==> src/rtl/reaction_round_sequencer_if.sv <==
// Button and result bundle between the reaction-round sequencer and the wrapper logic.
// slave = sequencer side, master = button/display side.
interface reaction_round_sequencer_if;
    logic        btn_start;
    logic        btn_react;
    logic        go_led;
    logic [13:0] ms_count;
    logic        result_valid;
    logic        false_start;
    logic        timeout;
    logic [2:0]  state;
    logic [13:0] best_ms;

    modport master (
        output btn_start, btn_react,
        input  go_led, ms_count, result_valid, false_start, timeout, state, best_ms
    );

    modport slave (
        input  btn_start, btn_react,
        output go_led, ms_count, result_valid, false_start, timeout, state, best_ms
    );
endinterface

==> src/rtl/reaction_round_sequencer.sv <==
// Reaction-time round controller: button sync/edge detect, 1 ms timebase, LFSR delay, round FSM.
// Optional best-time register enabled by defining BEST_TIME_EN.
module reaction_round_sequencer #(
    parameter int TICK_DIV     = 25000,
    parameter int MIN_DELAY_MS = 1000,
    parameter int RAND_BITS    = 11,
    parameter int MAX_MS       = 9999
) (
    input  logic                        clk,
    input  logic                        rst,
    reaction_round_sequencer_if.slave   bus
);

    localparam int PW = (TICK_DIV > 2) ? $clog2(TICK_DIV) : 1;

    typedef enum logic [2:0] {
        S_IDLE = 3'd0,
        S_WAIT = 3'd1,
        S_GO   = 3'd2,
        S_DONE = 3'd3,
        S_FOUL = 3'd4,
        S_TOUT = 3'd5
    } state_t;

    state_t      r_state;
    logic [2:0]  r_start_sync;
    logic [2:0]  r_react_sync;
    logic        r_start_edge;
    logic        r_react_edge;
    logic [15:0] r_lfsr;
    logic [PW-1:0] r_presc;
    logic [15:0] r_delay;
    logic [13:0] r_ms;
    logic        r_go_led;
    logic        r_result_valid;
    logic        r_false_start;
    logic        r_timeout;

    logic        w_tick;
    logic        w_lfsr_fb;
    logic [15:0] w_delay_load;
    logic        w_ms_last;

    assign w_tick       = (r_presc == PW'(TICK_DIV - 1));
    assign w_lfsr_fb    = r_lfsr[15] ^ r_lfsr[13] ^ r_lfsr[12] ^ r_lfsr[10];
    assign w_delay_load = 16'(MIN_DELAY_MS) + {{(16-RAND_BITS){1'b0}}, r_lfsr[RAND_BITS-1:0]};
    assign w_ms_last    = (r_ms == 14'(MAX_MS - 1));

    // Two sync flops, then a third flop whose registered compare gives the edge pulse.
    always_ff @(posedge clk or posedge rst) begin
        if (rst) begin
            r_start_sync <= '0;
            r_react_sync <= '0;
            r_start_edge <= 1'b0;
            r_react_edge <= 1'b0;
            r_lfsr       <= 16'hACE1;
        end else begin
            r_start_sync <= {r_start_sync[1:0], bus.btn_start};
            r_react_sync <= {r_react_sync[1:0], bus.btn_react};
            r_start_edge <= r_start_sync[1] & ~r_start_sync[2];
            r_react_edge <= r_react_sync[1] & ~r_react_sync[2];
            r_lfsr       <= {r_lfsr[14:0], w_lfsr_fb};
        end
    end

    always_ff @(posedge clk or posedge rst) begin
        if (rst) begin
            r_state        <= S_IDLE;
            r_presc        <= '0;
            r_delay        <= '0;
            r_ms           <= '0;
            r_go_led       <= 1'b0;
            r_result_valid <= 1'b0;
            r_false_start  <= 1'b0;
            r_timeout      <= 1'b0;
        end else begin
            r_result_valid <= 1'b0;
            r_presc        <= w_tick ? '0 : r_presc + PW'(1);
            case (r_state)
                S_IDLE, S_DONE, S_FOUL, S_TOUT: begin
                    if (r_start_edge) begin
                        r_state       <= S_WAIT;
                        r_delay       <= w_delay_load;
                        r_ms          <= '0;
                        r_presc       <= '0;
                        r_false_start <= 1'b0;
                        r_timeout     <= 1'b0;
                    end
                end
                S_WAIT: begin
                    // A press on the final tick is still a false start.
                    if (r_react_edge) begin
                        r_state       <= S_FOUL;
                        r_false_start <= 1'b1;
                        r_presc       <= '0;
                    end else if (w_tick) begin
                        if (r_delay <= 16'd1) begin
                            r_state  <= S_GO;
                            r_go_led <= 1'b1;
                            r_presc  <= '0;
                        end else begin
                            r_delay <= r_delay - 16'd1;
                        end
                    end
                end
                S_GO: begin
                    if (r_react_edge) begin
                        r_state        <= S_DONE;
                        r_go_led       <= 1'b0;
                        r_result_valid <= 1'b1;
                        r_presc        <= '0;
                    end else if (w_tick) begin
                        r_ms <= r_ms + 14'd1;
                        if (w_ms_last) begin
                            r_state   <= S_TOUT;
                            r_go_led  <= 1'b0;
                            r_timeout <= 1'b1;
                            r_presc   <= '0;
                        end
                    end
                end
                default: begin
                    r_state       <= S_IDLE;
                    r_go_led      <= 1'b0;
                    r_false_start <= 1'b0;
                    r_timeout     <= 1'b0;
                    r_presc       <= '0;
                end
            endcase
        end
    end

`ifdef BEST_TIME_EN
    logic [13:0] r_best;

    always_ff @(posedge clk or posedge rst) begin
        if (rst) begin
            r_best <= 14'h3FFF;
        end else if (r_state == S_GO && r_react_edge && r_ms < r_best) begin
            r_best <= r_ms;
        end
    end

    assign bus.best_ms = r_best;
`else
    assign bus.best_ms = 14'h3FFF;
`endif

    assign bus.go_led       = r_go_led;
    assign bus.ms_count     = r_ms;
    assign bus.result_valid = r_result_valid;
    assign bus.false_start  = r_false_start;
    assign bus.timeout      = r_timeout;
    assign bus.state        = r_state;

endmodule

==> src/flat_wrapper.sv <==
// flat-port wrapper written by rule: the top's interface ports become plain ports
module reaction_round_sequencer_flat 
#(
    parameter int TICK_DIV     = 25000,
    parameter int MIN_DELAY_MS = 1000,
    parameter int RAND_BITS    = 11,
    parameter int MAX_MS       = 9999
)
  (clk, rst, bus_btn_start, bus_btn_react, bus_go_led, bus_ms_count, bus_result_valid, bus_false_start, bus_timeout, bus_state, bus_best_ms);
  reaction_round_sequencer_if bus_i ();
  input  logic clk;
  input  logic rst;
  input wire logic [$bits(bus_i.btn_start)-1:0] bus_btn_start;
  input wire logic [$bits(bus_i.btn_react)-1:0] bus_btn_react;
  output wire logic [$bits(bus_i.go_led)-1:0] bus_go_led;
  output wire logic [$bits(bus_i.ms_count)-1:0] bus_ms_count;
  output wire logic [$bits(bus_i.result_valid)-1:0] bus_result_valid;
  output wire logic [$bits(bus_i.false_start)-1:0] bus_false_start;
  output wire logic [$bits(bus_i.timeout)-1:0] bus_timeout;
  output wire logic [$bits(bus_i.state)-1:0] bus_state;
  output wire logic [$bits(bus_i.best_ms)-1:0] bus_best_ms;
  assign bus_i.btn_start = bus_btn_start;
  assign bus_i.btn_react = bus_btn_react;
  assign bus_go_led = bus_i.go_led;
  assign bus_ms_count = bus_i.ms_count;
  assign bus_result_valid = bus_i.result_valid;
  assign bus_false_start = bus_i.false_start;
  assign bus_timeout = bus_i.timeout;
  assign bus_state = bus_i.state;
  assign bus_best_ms = bus_i.best_ms;
  reaction_round_sequencer #(.TICK_DIV(TICK_DIV), .MIN_DELAY_MS(MIN_DELAY_MS), .RAND_BITS(RAND_BITS), .MAX_MS(MAX_MS)) u_core (.clk(clk), .rst(rst), .bus(bus_i));
endmodule
==> config.mk <==
export PLATFORM = sky130hd
export DESIGN_NAME = reaction_round_sequencer_flat
export DESIGN_NICKNAME = d
export VERILOG_FILES = /design/src/rtl/reaction_round_sequencer_if.sv /design/src/rtl/reaction_round_sequencer.sv /design/src/flat_wrapper.sv
export SDC_FILE = /design/constraint.sdc
export NUM_CORES = 1
export LEC_CHECK = 0
export BUFFER_PORTS_ARGS = -buffer_cell sky130_fd_sc_hd__buf_4
export CAP_MARGIN = 15
export CORE_MARGIN = 10
export CORE_UTILIZATION = 55
export DETAILED_ROUTE_END_ITERATION = 16
export PLACE_DENSITY = 0.75
export SLEW_MARGIN = 20
export SYNTH_ARGS = -nofsm -noshare
export SYNTH_HDL_FRONTEND = slang
export SYNTH_SLANG_ARGS = --single-unit
export TNS_END_PERCENT = 1
==> constraint.sdc <==
create_clock -name clk -period 7.7 [get_ports clk]
set_clock_uncertainty 0.15 [all_clocks]
set_input_delay 1.54 -clock clk [delete_from_list [all_inputs] [get_ports clk]]
set_output_delay 1.54 -clock clk [all_outputs]
set_load 0.02 [all_outputs]
==> run metrics, run 1 <==
area of the core=6910 um^2; crit end category=primary output; critical path peak fanout=17; Tcrit/Tclk final=38.3%; initial DRC count=171; drt total wl=8550 um; clk buf depth=2; port buffer count=24; Max-slew headroom=37.7%; die area=11000 um^2; number of flops mapped to enable cells by yosys=0; clock slew seen by the registers of the worst setup and hold paths=0.07 ns; Remaining Overflow, GRT=0; pin count of the biggest net entering global routing=77; total number of vias=3096; FF+latch area=1910 um^2; critical-path cell list=buf_4; worst skew pair latency=0.36 ns; Multi-input gate area=1880 um^2; worst setup slack after layout=4.75 ns; wire length of the first global-routing pass=14400 um; PwrDens=279 nW/um^2; number of setup buffers added after CTS=0; # DRC=0; maxcap violations=0; critical path type=reg2out; cell type with the largest total area after synthesis=dfrtp_1; Die Y-Extent=105 um; Initial Utilization=57.5%; GPL Wtd Cong=0.842; commonest register cell after synthesis=dfrtp_1; CP Launch Type=register; synth warn=0; Util after Layout=63.7%; clock root cell=clkbuf_8; #FFs+latches synth=76; unrepaired setup endpoints after global routing=false; Cells after Synth=409; layout filler cell count=595; Pleak=1.88 nW; slowest stage delay, CP=0.66 ns; nets=437; Final ANT Viol Nets=0; sequential fraction of the synthesis area=48.2%; layout cell share with drive strength beyond 1=16.9%; Tmin final=2.95 ns; Slew Viols, Final=0; final hold vios=0; ys async rst share=100%; CTS Sinks=76; vias in the first global route=2975; DR WL/cell=16.2 um; reg2reg setup slack=4.76 ns; TritonRoute pass-1 iters=5; setup TNS=0 ns; cts-stage hold buffer count=0; Row Count=30; Max Clk Rate=0.339 GHz; GR Util All Layers=15.5%; Detailed Place HPWL=5990 um; setup violators final=0; # diodes=0; power consumption=1.23 mW; dpl ws=4.84 ns; htree depth=3; Layout area overhead=10.8%; top cell type's share of synthesized area=42.9%; via-per-instance ratio=5.86; Post-CTS Resized=0; placed insts=512; Post-Syn Area=3970 um^2; most common cell after layout, fill and taps aside=dfrtp_1; worst ir drop on vdd=0.211 mV; Synth cell types=63; synthesized area per cell=9.70 um^2; initial antenna violation count=0; critical path's slowest cell=dfrtp_1; Bufs and invs on worst path=1; Top Ports=39; Worst Path Required=6.01 ns; Min-Delay Path Class=reg2reg; CTS Buf Count=9; Worst EP arrival=1.26 ns; top cells by area, synth=dfrtp_1 43%, dfstp_2 5.3%, a21oi_1 3.7%, nor2_1 3.3%, xnor2_1 2.9%; final std cells w/o fill=528; Worst Tran Pin Value=0.934 ns; CTS tree=yes; Worst path top cell family by delay=flip-flops; outcome=finished, final reports clean; commonest non-fill, non-tap cells in the layout=68 x dfrtp_1, 34 x nor2_1, 30 x nand2_1, 29 x a21oi_1, 27 x buf_4; die width=105 um
-- power breakdown --
group	total, mW	internal [mW]	switching [mW]
sequential	0.499	0.439	0.0602
clock	0.362	0.216	0.147
combinational	0.366	0.137	0.228
total	1.23	0.792	0.435
-- cells in the mapped netlist, types with 5 or more instances --
library cell   n
a21oi_1       29
a31oi_1        5
buf_4         14
clkbuf_1      15
dfrtp_1       68
dfstp_2        8
ha_1           6
inv_1         12
mux2i_1        7
nand2_1       30
nand3_1       17
nor2_1        35
nor3_1        13
nor4_1         7
o211ai_1       5
o21ai_0       18
o22ai_1       10
or3_1         11
or4_1          5
xnor2_1       13
xor2_1        10
-- metrics by stage --
step	instance area, um^2	hold slack, ns
finish	4400	0.204
global route	4400	0.212
CTS	4400	0.208
detailed placement	4160	0.192
global placement	4160	0.184
floorplan	4020	0.181
-- routing by layer --
layer  wire, um  global-route usage, %
met5          0                      0
met4        119                   5.69
met3        412                   4.79
met2       4070                   24.4
met1       3950                   19.6
-- registers in the layout (all words and copies together) (netlist names), 3 cells and up --
name,flops
u_core.bus.state,3
u_core.r_lfsr,16
u_core.r_react_sync,3
u_core.r_start_sync,3
u_core.r_presc,15
u_core.r_delay,16
u_core.bus.ms_count,14
-- cell type report --
class	count	area share [%]
well taps	96	2.73
inverters	12	1.02
clock inverters	6	2.53
repair buffers	27	4.61
clock buffers	10	2.90
flip-flops and latches	76	43.5
multi-input cells	301	42.7
-- logic make-up (layout without fill, tap and decap cells) --
kind of cell	Yosys count	in the layout	synth area share [%]
DFF	76	76	48.2
buffers and inverters	45	55	5.83
other	1	14	0.0945
and+or+nand+nor	149	149	19.8
muxes	8	8	2.05
adders and majority gates	7	7	2.14
AOI/OAI and AO/OA	100	100	16.8
xor gates and xnor gates	23	23	5.08
-- path summary, 6_finish.rpt --
check	start	endpoint	cells past startpoint
max in group asynchronous	rst	u_core.bus.state[1]$_DFFE_PP0P_	3
setup reg to reg	u_core.bus.state[1]$_DFFE_PP0P_	u_core.r_delay[1]$_DFFE_PP0P_	5
setup / recovery	u_core.bus.state[1]$_DFFE_PP0P_	bus_state[1]	1
hold reg to reg	u_core.r_lfsr[14]$_DFF_PP0_	u_core.r_lfsr[15]$_DFF_PP1_	0
hold / removal	u_core.r_lfsr[14]$_DFF_PP0_	u_core.r_lfsr[15]$_DFF_PP1_	0
min in group asynchronous	rst	u_core.bus.ms_count[9]$_DFFE_PP0P_	3
Power figures use the tool's default switching activity.
==> inputs of run 2 (changes only) <==
--- a/config.mk
+++ b/config.mk
@@ -8,9 +8,9 @@
 export BUFFER_PORTS_ARGS = -buffer_cell sky130_fd_sc_hd__buf_4
 export CAP_MARGIN = 15
 export CORE_MARGIN = 10
-export CORE_UTILIZATION = 55
+export CORE_UTILIZATION = 53
 export DETAILED_ROUTE_END_ITERATION = 16
-export PLACE_DENSITY = 0.75
+export PLACE_DENSITY = 0.76
 export SLEW_MARGIN = 20
 export SYNTH_ARGS = -nofsm -noshare
 export SYNTH_HDL_FRONTEND = slang
==> constraint.sdc (replaced) <==
create_clock -name clk -period 2.6 [get_ports clk]
set_clock_uncertainty 0.15 [all_clocks]
set_input_delay 0.52 -clock clk [delete_from_list [all_inputs] [get_ports clk]]
set_output_delay 0.52 -clock clk [all_outputs]
set_load 0.02 [all_outputs]
==> run metrics, run 2 (synthesized netlist as in run 1, its figures left out) <==
outcome=finished, final reports clean; Remaining Overflow, GRT=0; vias in the first global route=3197; # DRC=0; clk buf depth=2; Row Count=31; Comb pwr share=34.9%; crit path launch=u_core.r_presc[4]$_DFF_PP0_; Die Y-Extent=107 um; crit end category=register; die width=107 um; initial antenna violation count=0; Initial Utilization=54.7%; CP Launch Type=register; TritonRoute pass-1 iters=4; top flop regs=u_core.r_delay x16, u_core.r_lfsr x16, u_core.r_presc x15; wire length of the first global-routing pass=15400 um; total number of vias=3279; Worst Tran Pin Value=0.606 ns; critical path peak fanout=9; Seq pwr share=39.4%; final hold vios=0; Min-Delay Path Class=in2async; Cell Int Power=2.28 mW; drt total wl=9170 um; layout cell share with drive strength beyond 1=23.5%; Tcrit/Tclk final=98.1%; Switching Share=37.9%; Layout area overhead=17.4%; Max-slew headroom=59.5%; worst ir drop on vdd=0.470 mV; Worst EP arrival=2.65 ns; Max Clk Rate=0.392 GHz; Pleak=2.03 nW; die area=11300 um^2; DR WL/cell=16.3 um; port buffer count=24; clock root cell=clkbuf_8; setup violators final=0; critical path type=reg2reg; CTS Sinks=76; pin count of the biggest net entering global routing=36; setup TNS=0 ns; GPL Wtd Cong=0.930; CTS Buf Count=9; most common cell after layout, fill and taps aside=dfrtp_1; Slew Viols, Final=0; GR Util All Layers=16.5%; htree depth=3; Reg2Reg Launch Point=u_core.r_presc[4]$_DFF_PP0_; worst skew pair latency=0.37 ns; Top Ports=39; PwrDens=790 nW/um^2; area of the core=7250 um^2; Detailed Place HPWL=6460 um; initial DRC count=215; # diodes=0; Tmin final=2.55 ns; CTS tree=yes; Switch Pwr=1.40 mW; cts-stage hold buffer count=0; Hold Slack=0.0736 ns; unrepaired setup endpoints after global routing=false; Clock power frac=25.7%; Worst Path Required=2.70 ns; Final ANT Viol Nets=0; clock slew seen by the registers of the worst setup and hold paths=0.09 ns; commonest non-fill, non-tap cells in the layout=68 x dfrtp_1, 56 x buf_4, 33 x nor2_1, 30 x nand2_1, 29 x a21oi_1; maxcap violations=0; nets=468; via-per-instance ratio=5.83
## run 2: final timing paths
check / to / slack (ns) / depth (start not counted)
setup / recovery: u_core.r_delay[3]$_DFFE_PP0P_ / 0.05 / 5
hold / removal: u_core.r_delay[12]$_DFFE_PP0P_ / 0.07 / 2
setup reg to reg: u_core.r_delay[3]$_DFFE_PP0P_ / 0.05 / 5
hold reg to reg: u_core.r_start_sync[1]$_DFF_PP0_ / 0.21 / 0
max in group asynchronous: u_core.r_lfsr[0]$_DFF_PP1_ / 1.59 / 3
min in group clk: u_core.r_start_sync[0]$_DFF_PP0_ / 0.11 / 1
## run 2: worst max-delay path: stages, from the launching register on
cell and delay [ns]:
dfrtp_1 0.39, or4_4 0.54, or4_4 0.53, a21o_4 0.25
a211o_2 0.34, a22o_1 0.22
## run 2: area by class of cell
| class | instances | area [um^2] |
|---|---|---|
| clock inverters | 7 | 82.6 |
| repair buffers | 58 | 460 |
| clock buffers | 9 | 124 |
| multi-input cells | 301 | 1910 |
| fillers | 602 | 2590 |
| inverters | 12 | 45.0 |
| flip-flops and latches | 76 | 1910 |
| well taps | 99 | 124 |
## run 2: power groups by stage
stage,registers [mW],logic (mW),clock network [mW]
floorplan,1.46,0.871,0
global placement,1.46,1.23,0
detailed placement,1.46,1.25,0
CTS,1.44,1.26,0.971
global route,1.47,1.41,1.01
finish,1.45,1.29,0.946
## run 2: through the flow
| stage | utilization (%) | power, mW | cell area, um^2 | setup slack, ns | cells |
|---|---|---|---|---|---|
| finish | 64.2 | 3.68 | 4660 | 0.0483 | 562 |
| global route | 64.2 | 3.88 | 4660 | 0.0000313 | 562 |
| CTS | 63.9 | 3.68 | 4640 | 0.00875 | 561 |
| detailed placement | 60.7 | 2.71 | 4400 | 0.00466 | 543 |
| global placement | 60.7 | 2.69 | 4400 | 0.0300 | 543 |
| floorplan | - | 2.33 | 4020 | -0.0187 | 422 |
## run 2: per-layer routing
layer | vias to the layer above | track usage [%] | part of all wire (%)
met5 | - | 0 | 0
met4 | 0 | 6.09 | 2.0
met3 | 19 | 4.89 | 5.7
met2 | 100 | 27.4 | 50
met1 | 1602 | 19.7 | 42
li1 | 1558 | - | -
## run 2: timing repair
| item | in CTS | in global routing |
|---|---|---|
| pin swaps | 0 | 1 |
| gates resized for setup | 1 | 3 |
| buffers inserted | 2 | 1 |
| setup endpoints to repair | 3 | 13 |
==> inputs of run 3 (changes only) <==
--- a/config.mk
+++ b/config.mk
@@ -8,9 +8,9 @@
 export BUFFER_PORTS_ARGS = -buffer_cell sky130_fd_sc_hd__buf_4
 export CAP_MARGIN = 15
 export CORE_MARGIN = 10
-export CORE_UTILIZATION = 53
+export CORE_UTILIZATION = 59
 export DETAILED_ROUTE_END_ITERATION = 16
-export PLACE_DENSITY = 0.76
+export PLACE_DENSITY = 0.8
 export SLEW_MARGIN = 20
 export SYNTH_ARGS = -nofsm -noshare
 export SYNTH_HDL_FRONTEND = slang
==> constraint.sdc (replaced) <==
create_clock -name clk -period 2.7 [get_ports clk]
set_clock_uncertainty 0.15 [all_clocks]
set_input_delay 0.54 -clock clk [delete_from_list [all_inputs] [get_ports clk]]
set_output_delay 0.54 -clock clk [all_outputs]
set_load 0.02 [all_outputs]
==> run metrics, run 3 (synthesized netlist as in run 1, its figures left out) <==
outcome=finished, final reports clean; Max Clk Rate=0.379 GHz; # DRC=0; Max-slew headroom=60.5%; Top Ports=39; die width=102 um; hold depth=1; worst ir drop on vdd=0.494 mV; Worst Path Required=2.79 ns; layout filler cell count=513; CP Launch Type=register; GR Util All Layers=17.9%; Final ANT Viol Nets=0; GPL Wtd Cong=0.850; Tcrit/Tclk final=97.7%; Initial Utilization=61.4%; critical path type=reg2reg; Top Layer Used=met4; critical path peak fanout=14; Remaining Overflow, GRT=0; Pleak=1.96 nW; total number of vias=3234; pin count of the biggest net entering global routing=48; Min-Delay Path Class=in2reg; Layout area overhead=14.0%; worst skew pair latency=0.35 ns; met2 wire len=4190 um; unrepaired setup endpoints after global routing=false; Tmin final=2.64 ns; reg2reg setup slack=0.06 ns; Row Count=29; # diodes=0; most common cell after layout, fill and taps aside=dfrtp_1; area of the core=6460 um^2; nets=459; port buffer count=24; top flop regs=u_core.r_delay x16, u_core.r_lfsr x16, u_core.r_presc x15; reg2reg path depth=5; Util after Layout=70.1%; CTS Buf Count=9; initial antenna violation count=0; setup violators final=0; Slew Viols, Final=0; crit end category=register; DRT met1 WL=4000 um; initial DRC count=149; layout cell share with drive strength beyond 1=20.9%; drt total wl=8900 um; final std cells w/o fill=531; clock slew seen by the registers of the worst setup and hold paths=0.09 ns; DR WL/cell=16.8 um; routed wl met3=536 um; Worst Tran Pin Value=0.590 ns; via-per-instance ratio=6.09; clk buf depth=2; CTS tree=yes; placed insts=514; die area=10400 um^2; wire length of the first global-routing pass=15100 um; final hold vios=0; CTS Sinks=76; TritonRoute pass-1 iters=5; commonest non-fill, non-tap cells in the layout=68 x dfrtp_1, 48 x buf_4, 34 x nor2_1, 30 x nand2_1, 29 x a21oi_1; PwrDens=762 nW/um^2; Detailed Place HPWL=6380 um; htree depth=3; setup TNS=0 ns; Worst EP arrival=2.72 ns; Die Y-Extent=102 um; clock root cell=clkbuf_8; vias in the first global route=3103; maxcap violations=0
==> run 3: layout make-up <==
cell class                      count  area [um^2]  share of cell area, %
Clock buffer                        9          124                   2.74
Clock inverter                      7         75.1                   1.66
Inverter                           12         45.0                  0.996
Multi-Input combinational cell    301         1900                   42.0
Sequential cell                    76         1910                   42.3
Tap cell                           77         96.3                   2.13
Timing Repair Buffer               49          370                   8.19
==> run 3: final timing paths <==
kind                                                  start                                  to
max                             u_core.r_presc[9]$_DFF_PP0_       u_core.r_delay[6]$_DFFE_PP0P_
min                                           bus_btn_start    u_core.r_start_sync[0]$_DFF_PP0_
max reg2reg                     u_core.r_presc[9]$_DFF_PP0_       u_core.r_delay[6]$_DFFE_PP0P_
min reg2reg                u_core.r_react_sync[0]$_DFF_PP0_    u_core.r_react_sync[1]$_DFF_PP0_
max in group asynchronous                               rst          u_core.r_lfsr[1]$_DFF_PP0_
min in group asynchronous                               rst  u_core.bus.ms_count[7]$_DFFE_PP0P_
==> run 3: metal layers <==
| metal | global-route usage, % | vias up |
|---|---|---|
| met4 | 7.92 | 0 |
| met2 | 28.5 | 110 |
| li1 | - | 1530 |
| met5 | 0 | - |
| met1 | 22.6 | 1578 |
| met3 | 4.39 | 16 |
==> run 3: critical path, cell delays in order, from the launching register on <==
cell,delay (ns)
dfrtp_1,0.43
or4_4,0.52
or4_1,0.56
a21o_4,0.28
a211o_2,0.35
a22o_1,0.23
==> run 3: through the flow <==
step	total power [mW]	cell area [um^2]	worst slack (ns)	hold slack [ns]
2_1_floorplan	2.24	4020	0.0723	0.181
3_3_place_gp	2.53	4290	0.140	0.186
3_5_place_dp	2.56	4290	0.102	0.188
4_1_cts	3.44	4500	0.0878	0.126
5_1_grt	3.66	4520	0.00596	0.118
6_report	3.45	4520	0.0621	0.136
==> run 3: power breakdown <==
part | internal (mW) | switching, mW | leakage [nW]
combinational | 0.475 | 0.704 | 0.899
sequential | 1.25 | 0.147 | 0.970
clock | 0.429 | 0.442 | 0.0918
total | 2.16 | 1.29 | 1.96
==> run 3: timing repair <==
action	4_1_cts	5_1_grt
endpoints found under the setup margin	0	5
resized for setup	0	2
hold buffers	1	0
hold endpoints to repair	5	0
buffers inserted	0	0
